File: config.mk
export PLATFORM = sky130hd
export DESIGN_NAME = seq_divider
export DESIGN_NICKNAME = d
export VERILOG_FILES = /design/src/rtl/seq_divider.sv
export SDC_FILE = /design/constraint.sdc
export NUM_CORES = 1
export LEC_CHECK = 0
export CELL_PAD_IN_SITES_DETAIL_PLACEMENT = 1
export CELL_PAD_IN_SITES_GLOBAL_PLACEMENT = 2
export CORE_MARGIN = 1.5
export CORE_UTILIZATION = 34
export CTS_CLUSTER_SIZE = 12
export DETAILED_ROUTE_END_ITERATION = 6
export GPL_TIMING_DRIVEN = 0
export PLACE_DENSITY_LB_ADDON = 0.1
export SLEW_MARGIN = 20
export SYNTH_ARGS = -nofsm -noshare
export SYNTH_HDL_FRONTEND = slang
export SYNTH_SLANG_ARGS = --single-unit
File: constraint.sdc
create_clock -name CLK_I -period 2.9 [get_ports CLK_I]
set_input_delay 0.435 -clock CLK_I [delete_from_list [all_inputs] [get_ports CLK_I]]
set_output_delay 0.435 -clock CLK_I [all_outputs]
set_load 0.05 [all_outputs]
File: src/rtl/seq_divider.sv
// seq_divider -- sequential restoring shift-subtract unsigned divider.
//
// One quotient bit is produced per clock, so a division finishes WIDTH
// edges after it is accepted.  The result then stays on Q_O/R_O until the
// next accepted request.
//
// Parameters:
//   WIDTH    operand and result width in bits (2..32), default 8
//
// Ports:
//   CLK_I    clock; all state changes on the rising edge
//   RST_I    asynchronous active-high reset; returns to IDLE, clears outputs
//   START_I  division request, sampled only while idle
//   A_I      unsigned dividend, captured on the accepting edge
//   B_I      unsigned divisor, captured on the accepting edge
//   Q_O      quotient
//   R_O      remainder
//   BUSY_O   high while a division is running or its result is being flagged
//   DONE_O   one-cycle pulse marking Q_O/R_O valid
//   DIV0_O   divide-by-zero flag, valid with DONE_O
//
// Build option:
//   DIV0_DETECT_EN  when defined, a zero divisor skips the iterations and
//                   the result is flagged one cycle after acceptance with
//                   DIV0_O set.  When undefined, DIV0_O is tied low and a
//                   zero divisor runs all WIDTH iterations.  That run
//                   naturally gives an all-ones quotient and a remainder
//                   equal to the dividend.
module seq_divider #(
  parameter int WIDTH = 8
) (
  input  logic             CLK_I,
  input  logic             RST_I,
  input  logic             START_I,
  input  logic [WIDTH-1:0] A_I,
  input  logic [WIDTH-1:0] B_I,
  output logic [WIDTH-1:0] Q_O,
  output logic [WIDTH-1:0] R_O,
  output logic             BUSY_O,
  output logic             DONE_O,
  output logic             DIV0_O
);

  localparam int CW = $clog2(WIDTH + 1);
  localparam logic [CW-1:0] CNT_LOAD = CW'(WIDTH);
  localparam logic [CW-1:0] CNT_LAST = CW'(1);
  localparam logic [CW-1:0] CNT_STEP = CW'(1);

  localparam logic [1:0] IDLE = 2'd0;
  localparam logic [1:0] RUN  = 2'd1;
  localparam logic [1:0] DONE = 2'd2;

  logic [1:0]       state;
  logic [WIDTH-1:0] rem_q;
  logic [WIDTH-1:0] quo_q;
  logic [WIDTH-1:0] div_q;
  logic [CW-1:0]    cnt_q;

  logic [WIDTH:0]   shifted;
  logic             fits;
  logic [WIDTH-1:0] rem_next;
  logic [WIDTH-1:0] quo_next;

  // One restoring step.  quo_q initially holds the dividend.  Each step
  // shifts its top bit into the remainder, and the new quotient bit fills
  // the vacated LSB.  The trial subtraction is decided on the full
  // WIDTH+1-bit shifted remainder.  When it fits, the true difference is
  // below the divisor, so the low WIDTH bits of the subtraction are exact.
  always_comb begin
    shifted  = {rem_q, quo_q[WIDTH-1]};
    fits     = (shifted >= {1'b0, div_q});
    rem_next = fits ? (shifted[WIDTH-1:0] - div_q) : shifted[WIDTH-1:0];
    quo_next = {quo_q[WIDTH-2:0], fits};
  end

`ifdef DIV0_DETECT_EN
  logic div0_q;
`endif

  always_ff @(posedge CLK_I or posedge RST_I) begin
    if (RST_I) begin
      state <= IDLE;
      rem_q <= '0;
      quo_q <= '0;
      div_q <= '0;
      cnt_q <= '0;
`ifdef DIV0_DETECT_EN
      div0_q <= 1'b0;
`endif
    end else begin
      case (state)
        IDLE: begin
          if (START_I) begin
            div_q <= B_I;
            rem_q <= '0;
            quo_q <= A_I;
            cnt_q <= CNT_LOAD;
            state <= RUN;
`ifdef DIV0_DETECT_EN
            div0_q <= (B_I == '0);
            // Zero divisor: load the known result directly and flag it next cycle
            if (B_I == '0) begin
              rem_q <= A_I;
              quo_q <= '1;
              cnt_q <= '0;
              state <= DONE;
            end
`endif
          end
        end
        RUN: begin
          rem_q <= rem_next;
          quo_q <= quo_next;
          cnt_q <= cnt_q - CNT_STEP;
          // The edge that performs the last iteration also leaves RUN
          if (cnt_q == CNT_LAST) begin
            state <= DONE;
          end
        end
        DONE: begin
          state <= IDLE;
        end
        default: begin
          state <= IDLE;
        end
      endcase
    end
  end

  assign Q_O    = quo_q;
  assign R_O    = rem_q;
  assign BUSY_O = (state == RUN) || (state == DONE);
  assign DONE_O = (state == DONE);

`ifdef DIV0_DETECT_EN
  assign DIV0_O = div0_q;
`else
  assign DIV0_O = 1'b0;
`endif

endmodule

* Word-level counts from Yosys, hierarchy flattened
Index checks and enable logic that the tools add are counted.
Word-level totals: word-level logic and storage cells 29, input bits 19, output and inout port bits 19, bits in registers 30
Operators by class: add/subtract/negate cells 2, equality and inequality tests 5, multiplexer cells 10, order comparisons 1, reductions and logical operators 6
Operator list (count):
- case mux 8 bit (2 select lines) | 2
- two-way mux 8 bit | 3
- greater-or-equal comparator 9 x 8 -> 1 bit | 1
- case mux 4 bit (2 select lines) | 1
- subtractor 8 bit | 1
- AND reduction 2 bit | 3
- equality test 4 x 1 -> 1 bit (second input constant) | 1
- two-way mux 2 bit | 2
- two-way mux 4 bit | 1
- != test 2 bit (second input constant) | 2
- case mux 2 bit (2 select lines) | 1
- subtractor 4 x 1 -> 4 bit (second input constant) | 1
- equality test 2 x 1 -> 1 bit (second input constant) | 1
- equality test 2 bit (second input constant) | 1
- logical NOT 2 bit | 1
- nonzero test 2 bit | 1
- logical OR 1 bit | 1

* Longest topological paths before layout
Gate-level depths: netlist (run 1).
depth in word-level cells 3, mapped depth 9, depth with buffers taken out 8

* Least setup slack after synthesis (run 1)
Ideal clock, no wire load.
path type register -> register, from reg quo_q[7], in the netlist Q_O[7], to reg rem_q[6], in the netlist R_O[6], stages on the path, launching flop included 9, data required time 2808 ps, path buffers 0, setup slack 730 ps, setup time 92 ps, clock period less this slack 2170 ps, arrival 2078 ps, cells stage by stage dfrtp_1 inv_1 ha_1 fa_1 nand2b_1 a21oi_1 nand3_1 and4_1 o31ai_2
Between the ends: word-level cells in the longest chain between the ends 3, elaborated cells on any way between the ends 4, classes of those cells add/sub (1); order compare (1); mux (2)
RTL lines:
- start: declaration | line 55 | logic [WIDTH-1:0] quo_q;
- start signal: assignment | line 113 | quo_q <= quo_next;
- subtractor 8 bit or greater-or-equal comparator 9 x 8 -> 1 bit (tied branches) | line 72, 71
- two-way mux 8 bit (*) | line 72 | rem_next = fits ? (shifted[WIDTH-1:0] - div_q) : shifted[WIDTH-1:0];
- case mux 8 bit (2 select lines) (*) | line 91 | case (state)
- end signal: assignment | line 112 | rem_q <= rem_next;
- end: declaration | line 54 | logic [WIDTH-1:0] rem_q;
Every way passes the cells marked *; elsewhere a longest branch is shown, timed or not. A chain may end at the register's enable or synchronous reset.

* Final worst setup path (run 1)
from reg state[1], to out BUSY_O
Between the ends: word-level cells in the longest chain between the ends 2, elaborated cells on any way between the ends 3, classes of those cells eq/ne (2); reduce/logical (1)
RTL lines:
- start: declaration | line 53 | logic [1:0] state;
- start signal: assignment | line 82 | state <= IDLE;
- start signal: assignment | line 98 | state <= RUN;
- start signal: assignment | line 117 | state <= DONE;
- equality test 2 x 1 -> 1 bit or equality test 2 bit (tied branches) | line 132 | assign BUSY_O = (state == RUN) || (state == DONE);
- logical OR 1 bit (*) | line 132
- end: declaration | line 39 | output logic BUSY_O,
Marks and branches as above.

==> results of run 1 <==
==> stage by stage <==
| stage | power [uW] | instance area, sq um | instances | util | hold slack, ns |
|---|---|---|---|---|---|
| after floorplan | 2260 | 1850 | 195 | - | 0.479 |
| after global placement | 2750 | 2300 | 301 | 0.445 | 0.493 |
| after detailed placement | 2850 | 2300 | 301 | 0.445 | 0.497 |
| after CTS | 3390 | 2440 | 309 | 0.472 | 0.512 |
| after global routing | 3620 | 2440 | 309 | 0.472 | 0.538 |
| final | 3350 | 2440 | 309 | 0.472 | 0.512 |
==> worst min path at each step <==
| stage | from | endpoint | slack [ns] |
|---|---|---|---|
| after floorplan | div_q[6]$_DFFE_PP0P_ | div_q[6]$_DFFE_PP0P_ | 0.48 |
| after global placement | Q_O[6]$_DFFE_PP0P_ | Q_O[6]$_DFFE_PP0P_ | 0.49 |
| after detailed placement | div_q[7]$_DFFE_PP0P_ | div_q[7]$_DFFE_PP0P_ | 0.50 |
| after CTS | div_q[5]$_DFFE_PP0P_ | div_q[5]$_DFFE_PP0P_ | 0.51 |
| after global routing | div_q[5]$_DFFE_PP0P_ | div_q[5]$_DFFE_PP0P_ | 0.54 |
| final | div_q[5]$_DFFE_PP0P_ | div_q[5]$_DFFE_PP0P_ | 0.51 |
==> cell type report <==
type                            instances  area (sq um)  share of cell area
Buffer                                  9          55.1              0.0225
Multi-Input combinational cell        137           976               0.399
Clock inverter                          2          60.1              0.0246
Timing Repair Buffer                   36           360               0.147
Clock buffer                            6          82.6              0.0338
Inverter                               19          71.3              0.0292
Sequential cell                        30           751               0.307
Tap cell                               70          87.6              0.0358
==> worst register-to-register path: stages, from the launching register on <==
cell	delay, ns
dfrtp_1	0.38
inv_1	0.07
ha_1	0.23
fa_1	0.41
nand2b_1	0.19
a21oi_1	0.25
nand3_1	0.11
and4_1	0.21
o31ai_2	0.18
==> report_power, final <==
group	internal, uW	switching (uW)
clock network	366	164
registers	608	144
logic	823	1240
==> state kept, by name, summed over array words and instances, names as in the netlist <==
name   flops
state      2
Q_O        8
div_q      8
cnt_q      4
R_O        8
==> layer usage <==
layer / track usage / vias up / part of all wire
met4: 0.0389 / 0 / 0.0075
met1: 0.209 / 756 / 0.45
met2: 0.307 / 32 / 0.51
met3: 0.0583 / 6 / 0.040
li1: - / 757 / -
met5: 0 / - / 0
==> cell families (layout without fill, tap and decap cells) <==
kind of cell | Yosys count | after routing
AO/OA/AOI/OAI | 50 | 50
XOR/XNOR | 4 | 4
adder cells (fa/ha/maj) | 14 | 14
buffers and inverters | 28 | 72
flip-flops | 30 | 30
multiplexers | 18 | 18
other | 1 | 1
AND/OR/NAND/NOR | 50 | 50
==> cell usage in the layout, fill, tap and decap left out, types with 2 or more instances in the layout <==
master | netlist | layout
a21oi_1 | 10 | 10
nor2_1 | 12 | 12
bufinv_16 | 0 | 2
nor3_1 | 2 | 2
a21o_1 | 3 | 3
nand3_1 | 4 | 4
buf_2 | 2 | 2
nand2b_1 | 4 | 4
clkdlybuf4s50_1 | 0 | 36
o211ai_1 | 2 | 2
nand2_1 | 20 | 20
dfrtp_1 | 30 | 30
o21ai_0 | 17 | 17
clkbuf_1 | 3 | 3
o22ai_1 | 2 | 2
xnor2_1 | 2 | 2
o32ai_1 | 3 | 3
xor2_1 | 2 | 2
mux2_2 | 9 | 9
o21ai_1 | 2 | 2
clkbuf_8 | 0 | 6
inv_1 | 19 | 18
a31oi_1 | 2 | 2
ha_1 | 13 | 13
mux2i_1 | 8 | 8
buf_6 | 2 | 2
==> flow_summary.toml, run 1 <==
[synthesis]
yosys.area_share.simple = 0.128
synth-edff-count = 0
yosys.area.top_type = "dfrtp_1"
synth-compound-area-share = 0.173
synth_nets = 228
synth.area.top_cells = "dfrtp_1 41%, ha_1 8.8%, mux2_2 5.5%, o21ai_0 4.6%, mux2i_1 4.3%"
synth_top_area_share = 0.405
synth_fa_ha_area_frac = 0.0986
ys_warn_count = 0
yosysMostFrequentCell = "dfrtp_1"
synth_common_cells = "30 x dfrtp_1, 20 x nand2_1, 19 x inv_1"
syn_area_sq_um = 1850
syn_inst = 195
synthMuxAreaShare = 0.106
ys_ff_latch = 30
synth-xor-area-share = 0.0189
synth_async_sr_flop_share = 1.00
synth_cell_types = 45
synth_top_family_by_area = "compound AO/OA/AOI/OAI gates"
synth_flop_cell = "dfrtp_1"
synth_seq_area_share = 0.405
syn_area_per_cell_sq_um = 9.50

[worst_setup_path]
cp-start-kind = "flip-flop"
cp_slowest_cell = "clkdlybuf4s50_1"
worst-setup-path-type = "reg2out"
worst-path-buf-inv = 2
slowest_delay_ns = 0.79
crit_end = "BUSY_O"
cp_max_fo = 3
crit_required_ns = 2.47
path_depth = 3
critPathLaunch = "state[1]$_DFFE_PP0P_"
reg2regPathDepth = 8
r2r_end = "R_O[6]$_DFFE_PP0P_"
rrSetupSlack_ns = 0.78
rr_startpoint = "Q_O[7]$_DFFE_PP0P_"
arrival_ns = 1.81
crit_family = "buffers and inverters"
crit_path_cell_trace = "inv_1 -> ha_1 -> clkdlybuf4s50_1"
cp-end-kind = "primary output"

[floorplan]
num_io_pins = 38
fp.dieW_microns = 76.8
initial_core_util = 0.358
die_h_microns = 76.8
core_area_sq_um = 5170
row_count = 26
die_area_sq_um = 5900

[sta]
setup_ws_ns = 0.650
skew_ns = 0.00755
slew_headroom = 0.531
finalSetupTns_ns = 0
final.min_clock_period_ns = 2.25
hold_viol = 0
clock.fmax_mhz = 445
rsz0062_at_grt = "false"
finalSetupViolations = 0
drv_slew = 0
finalCritPeriodShare = 0.776
worstMarginPinSlew_ns = 0.699

[detailed_routing]
num_vias = 1551
firstDrtPassIters = 4
drt-initial-drc-count = 48
via_per_inst = 5.02
routed_wirelength_microns = 4830
postRouteAntennaNets = 0
wl_per_cell_microns = 15.6
drcViolationCount = 0

[global_routing]
grt_use_total = 0.176
grt_max_degree = 31
grt_pass1_wl_microns = 8070
grt_pass1_vias = 1660
gr-total-overflow = 0
antenna_found_initial = 0

[clocking]
cts_resized = 0
numCtsBuffers = 5
clk_latency_ns = 0.29
cts_hold_buf = 0
post-cts-setup-buffers = 0
tritoncts = "built"
cts_sinks = 30
cts_max_path_buffers = 2
root_buffer = "clkbuf_8"
htreeDepth = 2
worst_setup_hold_path_clk_slew_ns = 0.06

[final_layout]
fin_nets = 271
antennaDiodeCount = 0
area_growth_syn_to_layout_pct = 31.9
fill_cells = 584
drive_gt1_frac = 0.130

[job]
cap_viol_max_count = 0

[placed_design]
dpl.hpwl_microns = 3760
io_buffers = 36
place_ws_ns = 0.622
gp_congestion = 0.752

[run_status]
outcome = "finished, final reports clean"

[power_and_ir_drop]
p_leak_uw = 0.00109
powerDensity_nw_per_um2 = 1370
vdd_ir_drop_max_uv = 557

[worst_hold_path]
hold_depth = 1
hp-class = "reg2reg"
Note: power is estimated with default switching activity, not from simulation.
==> inputs of run 2 (changes only) <==
CORE_UTILIZATION = 28   (was 34)
clock period = 1.9 ns   (was 2.9 ns; I/O delays follow)
==> flow_summary.toml, run 2 (synthesis results as in run 1) <==
[clocking]
htreeDepth = 2
numCtsBuffers = 5
tritoncts = "built"
root_buffer = "clkbuf_8"
cts_sinks = 30
cts_max_path_buffers = 2
worst_setup_hold_path_clk_slew_ns = 0.08
clk_latency_ns = 0.29

[job]
cap_viol_max_count = 0

[final_layout]
drive_gt1_frac = 0.295
final_cell_mix = "33 x clkdlybuf4s50_1, 22 x dfrtp_1, 20 x nand2_1"
fill_cells = 718
fin_area_sq_um = 2650
area_growth_syn_to_layout_pct = 43.2
fin_nets = 276
final_common_cell = "clkdlybuf4s50_1"
layoutNonFillerInstCount = 321
antennaDiodeCount = 0

[global_routing]
antenna_found_initial = 0
grt_pass1_wl_microns = 8580
gr-total-overflow = 0
grt_use_total = 0.151
grt_pass1_vias = 1683
grt_max_degree = 31

[detailed_routing]
num_vias = 1585
drt-initial-drc-count = 52
routed_wirelength_microns = 5250
via_per_inst = 4.94
firstDrtPassIters = 4
drcViolationCount = 0
postRouteAntennaNets = 0
wl_per_cell_microns = 16.3

[power_and_ir_drop]
seq_power_share = 0.213
p_int_uw = 2910
switching_share = 0.476
clkPwrFrac = 0.122
powerDensity_nw_per_um2 = 2090
vdd_ir_drop_max_uv = 895
power_switching_uw = 2640
p_leak_uw = 0.00111
p_comb_frac = 0.666

[sta]
hold_viol = 0
worstMarginPinSlew_ns = 0.684
finalSetupTns_ns = -0.0863
drv_slew = 0
finalCritPeriodShare = 1.03
skew_ns = 0.0141
rsz0062_at_grt = "true"
clock.fmax_mhz = 511
finalSetupViolations = 3
slew_headroom = 0.544
final.min_clock_period_ns = 1.96
setup_ws_ns = -0.0589

[placed_design]
dp.cells = 308
gp_congestion = 0.718
dpl.hpwl_microns = 3860
io_buffers = 36
place_area_sq_um = 2420

[worst_setup_path]
worst-setup-path-type = "reg2reg"
worst-path-buf-inv = 1
cp_max_fo = 5
crit_family = "compound AO/OA/AOI/OAI gates"
crit_required_ns = 2.07
crit_path_cell_trace = "ha_4 -> a21o_4 -> a221oi_4 -> o21ai_4 -> buf_6 -> mux2i_1 -> a22o_1"
cp_slowest_cell = "dfrtp_2"
slowest_delay_ns = 0.44
cp-start-kind = "flip-flop"
arrival_ns = 2.13
cp-end-kind = "flip-flop"

[floorplan]
die_h_microns = 84.4
row_count = 29
initial_core_util = 0.290
die_area_sq_um = 7110
fp.dieW_microns = 84.4
num_io_pins = 38
core_area_sq_um = 6390

[worst_hold_path]
hp-class = "in2async"

[run_status]
violations = "negative setup slack"
outcome = "complete, but fails checks"
[run 2: cell types whose count changed in the layout (fill, tap and decap cells not counted), moves of 5 or more]
cell     before  now
buf_4         1    7
dfrtp_1      30   22
dfrtp_2       0    8
ha_1         13    4
ha_4          0    8
inv_1        18   13
inv_2         1    6
[run 2: final timing paths]
check / startpoint / end / slack [ns] / cells after the start
max: R_O[5]$_DFFE_PP0P_ / R_O[1]$_DFFE_PP0P_ / -0.06 / 7
min: RST_I / Q_O[2]$_DFFE_PP0P_ / 0.41 / 2
max reg2reg: R_O[5]$_DFFE_PP0P_ / R_O[1]$_DFFE_PP0P_ / -0.06 / 7
min reg2reg: div_q[4]$_DFFE_PP0P_ / div_q[4]$_DFFE_PP0P_ / 0.50 / 1
max in group asynchronous: RST_I / Q_O[7]$_DFFE_PP0P_ / 1.00 / 2
min in group CLK_I: div_q[4]$_DFFE_PP0P_ / div_q[4]$_DFFE_PP0P_ / 0.50 / 1
[run 2: timing repair]
action | 4_1_cts | 5_1_grt
gates resized for setup | 15 | 14
setup buffers | 5 | 1
endpoints found under the setup margin | 24 | 15
hold buffers | 0 | 0
cloned | 1 | 0
pin swaps | 3 | 2
[run 2: layout make-up]
class                   count  area [sq um]  area share
clock inverters             3          45.0      0.0170
inverters                  19          71.3      0.0269
well taps                  77          96.3      0.0363
repair buffers             43           409       0.154
clock buffers               5          68.8      0.0259
flip-flops and latches     30           761       0.287
multi-input cells         137          1160       0.437
plain buffers               7          42.5      0.0160
[run 2: power groups by stage]
stage	Sequential, uW	Combinational, uW	Clock (uW)
2_1_floorplan	1580	2090	0
3_3_place_gp	1170	3330	0
3_5_place_dp	1190	3430	0
4_1_cts	1180	3620	689
5_1_grt	1220	4040	714
6_report	1180	3700	675
[run 2: per-layer routing]
metal / routed length (microns) / part of all wire / track usage / vias up
li1: - / - / - / 774
met1: 2370 / 0.45 / 0.198 / 780
met2: 2650 / 0.51 / 0.261 / 28
met3: 203 / 0.039 / 0.0324 / 3
met4: 19 / 0.0036 / 0.0220 / 0
met5: 0 / 0 / 0 / -
[run 2: worst reg2reg max path: cells and delay by family (launching register included)]
kind | cells | cell delay, ns
AO/OA/AOI/OAI | 4 | 0.85
adder cells (fa/ha/maj) | 1 | 0.27
buffers and inverters | 1 | 0.16
flip-flops | 1 | 0.44
multiplexers | 1 | 0.12
[run 2: through the flow]
stage	utilization	hold WS (ns)	setup WS [ns]	total power, uW
final	0.416	0.413	-0.0589	5550
after global routing	0.416	0.466	-0.121	5980
after CTS	0.408	0.445	-0.0344	5490
after detailed placement	0.379	0.494	-0.238	4620
after global placement	0.379	0.489	-0.194	4510
after floorplan	-	0.375	-0.0349	3670
==> inputs of run 3 (changes only) <==
CTS_CLUSTER_DIAMETER = 60   (was not set)
==> results of run 3 <==
Final layout, timing and power as in run 2 (identical DEF).
